`src/rtl/seg7_pkg.sv`:
```
// rtl/seg7_pkg.sv - seven-segment glyph constants shared by the scan driver and decoder
// Purpose: active-low segment patterns (bit7..bit0 = a,b,c,d,e,f,g,dp),
//          the blank pattern, binary-mode glyphs and segment bit indices.
// Ports:   none (package).
package seg7_pkg;

   localparam int SEG_A  = 7;
   localparam int SEG_B  = 6;
   localparam int SEG_C  = 5;
   localparam int SEG_D  = 4;
   localparam int SEG_E  = 3;
   localparam int SEG_F  = 2;
   localparam int SEG_G  = 1;
   localparam int SEG_DP = 0;

   localparam logic [7:0] SEG_BLANK    = 8'hFF;
   localparam logic [7:0] SEG_BIN_ZERO = 8'h03;
   localparam logic [7:0] SEG_BIN_ONE  = 8'h9F;

   // Entry n is the glyph for nibble value n (entry 0 is the rightmost element).
   localparam logic [15:0][7:0] SEG_HEX = {
      8'h71, 8'h61, 8'h85, 8'h63, 8'hC1, 8'h11, 8'h09, 8'h01,
      8'h1F, 8'h41, 8'h49, 8'h99, 8'h0D, 8'h25, 8'h9F, 8'h03
   };

   typedef enum logic {
      MODE_BIN = 1'b0,
      MODE_HEX = 1'b1
   } disp_mode_e;

endpackage

```
`src/rtl/seg7_decode.sv`:
```
// rtl/seg7_decode.sv - combinational nibble-to-segment decoder
// Purpose: map one digit value to its active-low segment pattern.
// Ports:   value   - 4-bit digit value
//          mode    - 0 = binary (nibble LSB selects 0/1 glyph), 1 = hex
//          dp      - 1 forces the decimal point segment on
//          pattern - 8-bit active-low segment pattern
module seg7_decode
   import seg7_pkg::*;
(
   input  logic [3:0] value,
   input  logic       mode,
   input  logic       dp,
   output logic [7:0] pattern
);

   always_comb begin
      if (disp_mode_e'(mode) == MODE_HEX) begin
         pattern = SEG_HEX[value];
      end else begin
         pattern = value[0] ? SEG_BIN_ONE : SEG_BIN_ZERO;
      end
      if (dp) begin
         pattern[SEG_DP] = 1'b0;
      end
   end

endmodule

```
`src/rtl/seg_scan_driver.sv`:
```
// rtl/seg_scan_driver.sv - multiplexed seven-segment scan driver with shadowed display inputs
// Purpose: time-multiplexes NUM_DIGITS digits, one slot of SCAN_DIV clocks each.
//          Optional blink feature is compiled in with macro SEG_SCAN_BLINK_EN.
// Ports:   clk, rst_n (async, active-low)
//          en          - scan enable; when low the display is dark and scanning holds
//          load        - strobe capturing mode/data_in/dp_in/blank_in into the shadow
//          mode        - 0 = binary digits, 1 = hex digits
//          data_in     - nibble per digit, digit d at [4d+3:4d]
//          dp_in       - per-digit decimal point request
//          blank_in    - per-digit blank mask
//          blink_mask  - per-digit blink enable (SEG_SCAN_BLINK_EN only)
//          sel         - one-hot active-low digit select (registered)
//          seg         - active-low segments a..g,dp (registered)
//          load_ack    - pulse the cycle after load is sampled
//          frame_start - pulse when the digit index wraps to 0
module seg_scan_driver
   import seg7_pkg::*;
#(
   parameter int NUM_DIGITS = 4,
   parameter int SCAN_DIV   = 50000
`ifdef SEG_SCAN_BLINK_EN
   ,
   parameter int BLINK_DIV  = 64
`endif
) (
   input  logic                    clk,
   input  logic                    rst_n,
   input  logic                    en,
   input  logic                    load,
   input  logic                    mode,
   input  logic [4*NUM_DIGITS-1:0] data_in,
   input  logic [NUM_DIGITS-1:0]   dp_in,
   input  logic [NUM_DIGITS-1:0]   blank_in,
`ifdef SEG_SCAN_BLINK_EN
   input  logic [NUM_DIGITS-1:0]   blink_mask,
`endif
   output logic [NUM_DIGITS-1:0]   sel,
   output logic [7:0]              seg,
   output logic                    load_ack,
   output logic                    frame_start
);

   localparam int CW = $clog2(SCAN_DIV);
   localparam int IW = (NUM_DIGITS > 1) ? $clog2(NUM_DIGITS) : 1;
   localparam logic [CW-1:0] LAST_CNT = CW'(SCAN_DIV - 1);
   localparam logic [IW-1:0] LAST_IDX = IW'(NUM_DIGITS - 1);

   logic [CW-1:0]           cnt;
   logic [IW-1:0]           idx;
   logic [4*NUM_DIGITS-1:0] sh_data;
   logic                    sh_mode;
   logic [NUM_DIGITS-1:0]   sh_dp;
   logic [NUM_DIGITS-1:0]   sh_blank;

   logic                    tick;
   logic                    wrap;
   logic [3:0]              cur_val;
   logic                    cur_dp;
   logic                    cur_blank;
   logic                    cur_off;
   logic [NUM_DIGITS-1:0]   next_sel;
   logic [7:0]              dec_seg;

`ifdef SEG_SCAN_BLINK_EN
   localparam int FW = (BLINK_DIV > 1) ? $clog2(BLINK_DIV) : 1;
   localparam logic [FW-1:0] LAST_FRAME = FW'(BLINK_DIV - 1);

   logic [FW-1:0]           frame_cnt;
   logic                    phase;
   logic                    cur_blink;
`endif

   assign tick = en && (cnt == LAST_CNT);
   assign wrap = (idx == LAST_IDX);

   // Select the digit currently addressed by idx; the outputs registered on
   // tick therefore show this digit, and idx moves on in the same edge.
   always_comb begin
      cur_val   = 4'h0;
      cur_dp    = 1'b0;
      cur_blank = 1'b0;
      next_sel  = '1;
`ifdef SEG_SCAN_BLINK_EN
      cur_blink = 1'b0;
`endif
      for (int d = 0; d < NUM_DIGITS; d++) begin
         if (idx == IW'(d)) begin
            cur_val     = sh_data[4*d +: 4];
            cur_dp      = sh_dp[d];
            cur_blank   = sh_blank[d];
            next_sel[d] = 1'b0;
`ifdef SEG_SCAN_BLINK_EN
            cur_blink   = blink_mask[d];
`endif
         end
      end
   end

`ifdef SEG_SCAN_BLINK_EN
   assign cur_off = cur_blank | (phase & cur_blink);
`else
   assign cur_off = cur_blank;
`endif

   seg7_decode u_decode (
      .value   (cur_val),
      .mode    (sh_mode),
      .dp      (cur_dp),
      .pattern (dec_seg)
   );

   always_ff @(posedge clk or negedge rst_n) begin
      if (!rst_n) begin
         cnt         <= '0;
         idx         <= '0;
         sh_data     <= '0;
         sh_mode     <= 1'b0;
         sh_dp       <= '0;
         sh_blank    <= '0;
         sel         <= '1;
         seg         <= SEG_BLANK;
         load_ack    <= 1'b0;
         frame_start <= 1'b0;
`ifdef SEG_SCAN_BLINK_EN
         frame_cnt   <= '0;
         phase       <= 1'b0;
`endif
      end else begin
         load_ack    <= load;
         frame_start <= 1'b0;

         // Shadow capture happens after the display sampled the old shadow
         // in this edge, so a load coinciding with tick shows next slot.
         if (load) begin
            sh_data  <= data_in;
            sh_mode  <= mode;
            sh_dp    <= dp_in;
            sh_blank <= blank_in;
         end

         if (!en) begin
            sel <= '1;
            seg <= SEG_BLANK;
         end else begin
            cnt <= (cnt == LAST_CNT) ? '0 : cnt + CW'(1);
            if (tick) begin
               sel         <= next_sel;
               seg         <= cur_off ? SEG_BLANK : dec_seg;
               idx         <= wrap ? '0 : idx + IW'(1);
               frame_start <= wrap;
`ifdef SEG_SCAN_BLINK_EN
               if (wrap) begin
                  if (frame_cnt == LAST_FRAME) begin
                     frame_cnt <= '0;
                     phase     <= ~phase;
                  end else begin
                     frame_cnt <= frame_cnt + FW'(1);
                  end
               end
`endif
            end
         end
      end
   end

endmodule

```
`config.mk`:
```
export PLATFORM = sky130hd
export DESIGN_NAME = seg_scan_driver
export DESIGN_NICKNAME = d
export VERILOG_FILES = /design/src/rtl/seg7_pkg.sv /design/src/rtl/seg7_decode.sv /design/src/rtl/seg_scan_driver.sv
export SDC_FILE = /design/constraint.sdc
export NUM_CORES = 1
export LEC_CHECK = 0
export CAP_MARGIN = 15
export CORE_UTILIZATION = 40
export CTS_CLUSTER_SIZE = 16
export DETAILED_ROUTE_END_ITERATION = 10
export SYNTH_ARGS = -nofsm -noshare
export SYNTH_HDL_FRONTEND = slang
export SYNTH_SLANG_ARGS = --single-unit
```
`constraint.sdc`:
```
create_clock -name clk -period 3.23 [get_ports clk]
set_input_delay 0.969 -clock clk [delete_from_list [all_inputs] [get_ports clk]]
set_output_delay 0.969 -clock clk [all_outputs]
set_load 0.005 [all_outputs]
```
# After elaboration in Yosys (flattened, before gate mapping)
# Memory sizes are Yosys's and may differ from the RTL's.
# Cells that the tools add are included.
# totals
regBits,57
mem_bits_ro,128
out_inout_bits,14
memories,1
# mem_list
memory,words,word_bits,rd,rd_ports_with_merged_regs,wr,line,source
(name not given),16,8,1,0,0,seg7_decode.sv:18,pattern = SEG_HEX[value];
# op_classes
addsub,2
magnitude_cmp,1
eq_ne,5
mux,29
n_reduce_logical,3
# ops
cell,count
$mux W8,6
$mux W4,6
$add A16 B1 Y16 const B,1
$eq A16 B16 Y1 const B,1
$mux W16,1
$mux W1,15
$lt A4 B5 Y1 const B,1
$eq A2 B2 Y1 const B,2
$add A2 B1 Y2 const B,1
$eq A2 B1 Y1 const B,1
$logic_not A2 Y1,1
$mux W2,1
$ne A2 B1 Y1 const B,1
$reduce_and A2 Y1,1
$logic_and A1 B1 Y1,1

# Longest topological paths before layout
# Gate-level depths: netlist (run 1).
# logic_depth
ltp_word,12
mapped_depth,12
ltp_nobuf,11

# Cells and area by module
# From an unflattened synthesis (run 1), not the netlist that was laid out.
# hier_totals
cells_unflattened,257
area_unflattened_um2,2890.3
# by_module_without_submodules
mod,n_inst,cells_per_inst,area_per_inst_um2
seg_scan_driver,1,208,2549.9
seg7_decode,1,49,340.3

# Worst setup path before layout (run 1)
# OpenSTA, ideal clock, no wires.
# synth_timing
path_kind,flip-flop to flip-flop
startpoint,register idx[0]
endpoint,register seg[6]
setup_time_ns,0.077
arrival_ns,2.390
path_slack_ns,0.763
path_stages_with_launch,10
path_cell_list,dfrtp_1 > inv_1 > ha_1 > or2_2 > a221o_1 > o221ai_1 > inv_1 > ha_1 > or3b_1 > a31oi_1
# synth_between
elab_chain_len,11
# synth_lines
item,line,source
"start, declared",seg_scan_driver.sv:49,logic [IW-1:0] idx;
"start signal, assigned",seg_scan_driver.sv:149,idx <= wrap ? '0 : idx + IW'(1);
$logic_not A2 Y1,seg_scan_driver.sv:87,if (idx == IW'(d)) begin
$mux W4 (4 in a row),seg_scan_driver.sv:87,
$mem_v2 Z16 W8,--,
$mux W8 (implied by the code),seg7_decode.sv:18,
$mux W8,seg7_decode.sv:17,if (disp_mode_e'(mode) == MODE_HEX) begin
$mux W8 *,seg_scan_driver.sv:148,seg <= cur_off ? SEG_BLANK : dec_seg;
$mux W8 *,seg_scan_driver.sv:146,if (tick) begin
$mux W8 *,seg_scan_driver.sv:141,if (!en) begin
"end signal, assigned",seg_scan_driver.sv:148,
"end, declared",seg_scan_driver.sv:38,"output logic [7:0] seg,"
# Mark *: on every way between the ends. The rest lies on a longest branch, timed or not. The select of a mux whose other input is x is not followed.
# A chain may end at the register's enable or synchronous reset.

# Final worst setup path (run 1)
# layout_timing
startpoint,register idx[0]
endpoint,register seg[2]
# Same word-level chain as after synthesis.

==> results of run 1 <==
[state kept, by name, summed over array words and instances, names as in the netlist]
signal and flops:
seg 8, sh_dp 4, sh_mode 1, load_ack 1, cnt 16, sh_blank 4, frame_start 1, idx 2
sel 4, sh_data 16
[power by group]
group | switching (mW) | internal, mW | leakage [nW] | total, mW
logic | 0.118 | 0.127 | 0.722 | 0.245
registers | 0.0716 | 0.784 | 0.671 | 0.856
clock network | 0.288 | 0.473 | 0.115 | 0.761
[routing by layer]
metal  part of all wire  global-route usage  vias to the layer above
met3              0.035              0.0339                       11
li1                   -                   -                     1013
met1               0.51               0.260                      994
met5                  0                   0                        -
met2               0.44               0.256                       49
met4              0.020              0.0849                        0
[kinds of logic (layout without fill, tap and decap cells)]
family,after synthesis,in the layout,share of synthesized area
XOR/XNOR,14,14,0.0419
buffers and inverters,18,75,0.0269
AND/OR/NAND/NOR,78,78,0.145
AO/OA/AOI/OAI,43,43,0.130
adder cells (fa/ha/maj),11,11,0.0470
flip-flops,57,57,0.493
multiplexers,31,31,0.118
[worst min-delay path, stage by stage (launching register included)]
cell and delay (ns):
sky130_fd_sc_hd__dfstp_2 0.37, sky130_fd_sc_hd__nor2_2 0.09, sky130_fd_sc_hd__nor2_1 0.04
[per-stage QoR]
step / std cells / worst slack (ns)
floorplan: 252 / 0.763
global placement: 389 / 0.512
detailed placement: 389 / 0.494
CTS: 405 / 0.516
global route: 405 / 0.269
finish: 405 / 0.477
[synthesized netlist by cell type, types with 2 or more instances]
cell / count / share of area
sky130_fd_sc_hd__dfrtp_1: 45 / 0.38
sky130_fd_sc_hd__mux2_2: 27 / 0.10
sky130_fd_sc_hd__nor2_1: 19 / 0.024
sky130_fd_sc_hd__nand2_1: 14 / 0.018
sky130_fd_sc_hd__dfstp_2: 12 / 0.11
sky130_fd_sc_hd__ha_1: 11 / 0.047
sky130_fd_sc_hd__inv_1: 9 / 0.012
sky130_fd_sc_hd__nand3_1: 9 / 0.015
sky130_fd_sc_hd__xnor2_1: 9 / 0.027
sky130_fd_sc_hd__a21oi_2: 7 / 0.021
sky130_fd_sc_hd__nor2_2: 7 / 0.015
sky130_fd_sc_hd__o21ai_0: 6 / 0.010
sky130_fd_sc_hd__nand4_1: 5 / 0.011
sky130_fd_sc_hd__xor2_1: 5 / 0.015
sky130_fd_sc_hd__mux2i_1: 4 / 0.014
sky130_fd_sc_hd__buf_2: 3 / 0.0051
sky130_fd_sc_hd__clkbuf_1: 3 / 0.0038
sky130_fd_sc_hd__nor2b_1: 3 / 0.0064
sky130_fd_sc_hd__nor3_1: 3 / 0.0051
sky130_fd_sc_hd__o2111ai_1: 3 / 0.0090
sky130_fd_sc_hd__o22ai_1: 3 / 0.0064
sky130_fd_sc_hd__a21oi_1: 2 / 0.0034
sky130_fd_sc_hd__buf_1: 2 / 0.0026
sky130_fd_sc_hd__nand2b_1: 2 / 0.0043
sky130_fd_sc_hd__o21a_1: 2 / 0.0051
sky130_fd_sc_hd__o21ai_1: 2 / 0.0034
sky130_fd_sc_hd__o221ai_1: 2 / 0.0060
sky130_fd_sc_hd__or2_2: 2 / 0.0043
sky130_fd_sc_hd__or4b_1: 2 / 0.0068
[area by class of cell]
class | instances | area, um2
multi-input cells | 177 | 1410
clock inverters | 5 | 77.6
inverters | 9 | 33.8
well taps | 96 | 120
fillers | 613 | 3240
flip-flops and latches | 57 | 1440
clock buffers | 11 | 151
repair buffers | 50 | 475
[worst paths after layout]
kind	start	slack, ns	to
min	sel[3]	0.50	sel[3]
min reg2reg	sel[3]	0.50	sel[3]
max reg2reg	idx[0]	0.48	seg[2]
max in group asynchronous	rst_n	1.86	seg[7]
min in group asynchronous	rst_n	0.64	sh_data[4]
max	idx[0]	0.48	seg[2]
==> impl_metrics.env, run 1 <==
export IMPL_r2r_cells=11
export IMPL_routability_driven_placement_congestion_ratio=0.794
export IMPL_final_antenna_net_count=0
export IMPL_avgSynthCellArea_um2=11.6
export IMPL_first_pass_grt_wire_length_um=10400
export IMPL_mostFrequentLayoutCell="sky130_fd_sc_hd__dfrtp_1"
export IMPL_cts_htree_levels=3
export IMPL_layout_overhead_on_the_synthesized_area_pct=26.6
export IMPL_p_total_mw=1.86
export IMPL_clkLatencyLatePin_ns=0.34
export IMPL_largest_net_degree_at_the_start_of_global_routing=29
export IMPL_post_cts_setup_buffer_count=0
export IMPL_post_route_min_period_ns=2.75
export IMPL_timing_fmax_ghz=0.363
export IMPL_buffer_ports_inserted=42
export IMPL_layout_cells_most_common_list="sky130_fd_sc_hd__dfrtp_1, sky130_fd_sc_hd__clkdlybuf4s50_1, sky130_fd_sc_hd__mux2_2"
export IMPL_clock_root_buffer="sky130_fd_sc_hd__clkbuf_8"
export IMPL_max_cap_violations=0
export IMPL_hold_path_depth=2
export IMPL_number_of_optimization_iterations_in_the_first_detailed_route_pass=4
export IMPL_core_area_mm2=0.00694
export IMPL_via_count=2067
export IMPL_endpoint_kind="flop"
export IMPL_cts_hold_buffers=0
export IMPL_synth_unique_cells=58
export IMPL_dp_hpwl_um=4380
export IMPL_asyncSetResetFlopFracSynth=1.00
export IMPL_timing_setup_tns_ns=0
export IMPL_peakVddDrop_uv=231
export IMPL_chipWidth_um=87.5
export IMPL_routed_wl_um=5980
export IMPL_cp_depth=11
export IMPL_postSynthCellCount=252
export IMPL_rsz0062_at_grt="false"
export IMPL_grt_antenna_before_repair=0
export IMPL_synth_warnings=0
export IMPL_timing_final_setup_violations=0
export IMPL_first_global_vias=2059
export IMPL_finalClockSkew_ns=0.00845
export IMPL_cp_data_arrival_time_ns=3.03
export IMPL_report_final_slew_viol_count=0
export IMPL_ioPinCount=43
export IMPL_nNetsFinal=344
export IMPL_max_slew_worst_pin_slew_ns=0.618
export IMPL_globalRoute_totalOverflow=0
export IMPL_path_cells="inv_1, ha_1, nor2b_1, a221o_1, o221ai_1, inv_1, ha_1, nor2_1, a211oi_1, o21ai_0, a21oi_1"
export IMPL_cts_buffers_inserted=9
export IMPL_cts_num_sinks=57
export IMPL_initial_utilization=0.421
export IMPL_cts_tree="built"
export IMPL_post_route_drc_count=0
export IMPL_dieArea_mm2=0.00766
export IMPL_run_status="finished clean"
export IMPL_drt_iter0_markers=81
export IMPL_synth_top_flop_cell="sky130_fd_sc_hd__dfrtp_1"
export IMPL_worstHoldPathType="reg -> reg"
export IMPL_cts_clk_slew_worst_paths_ns=0.07
export IMPL_cell_area_after_placement_mm2=0.00348
export IMPL_finalCritPeriodShare=0.852
export IMPL_post_route_cells_drive_above_1_share=0.294
export IMPL_ys_seq_elements=57
export IMPL_placementRows=30
export IMPL_timing_max_slew_rel_slack=0.588
export IMPL_synth_edf_count=0
export IMPL_detail_route_wl_per_cell_um=14.8
export IMPL_mappedNetlistArea_mm2=0.00293
export IMPL_syn_nets=292
export IMPL_final_util=0.534
export IMPL_timing_critical_path_buf_inv=2
export IMPL_critical_setup_path_class="reg -> reg"
export IMPL_critPathMaxFanout=6
export IMPL_diodes=0
export IMPL_cell_with_the_largest_stage_delay_on_the_worst_path="sky130_fd_sc_hd__dfrtp_1"
export IMPL_seq_area_frac_synth=0.493
export IMPL_postCtsResizedCells=0
export IMPL_worst_ep_required_time_ns=3.50
export IMPL_dieHeight_um=87.5
export IMPL_setup_worst_path_start_class="flop"
export IMPL_globalRouteTotalUtil=0.179
export IMPL_design_area_mm2=0.00371
export IMPL_critical_path_top_delay_family="compound AO/OA/AOI/OAI gates"
export IMPL_total_leakage_power_nw=1.51
export IMPL_report_final_hold_viol_count=0
export IMPL_max_clock_path_buffers=2
export IMPL_cpPeakStageDelay_ns=0.41
export IMPL_finalHoldWorstSlack_ns=0.498
export IMPL_drt_vias_per_instance=5.10
export IMPL_power_per_cell_area_mw_per_mm2=503
No activity file was read; power rests on OpenSTA's default activity.
==> run 2, diff against run 1 <==
GPL_TIMING_DRIVEN = 1   (was default)
==> results of run 2 <==
The final DEF is identical to that of run 1; final timing and power are the same.
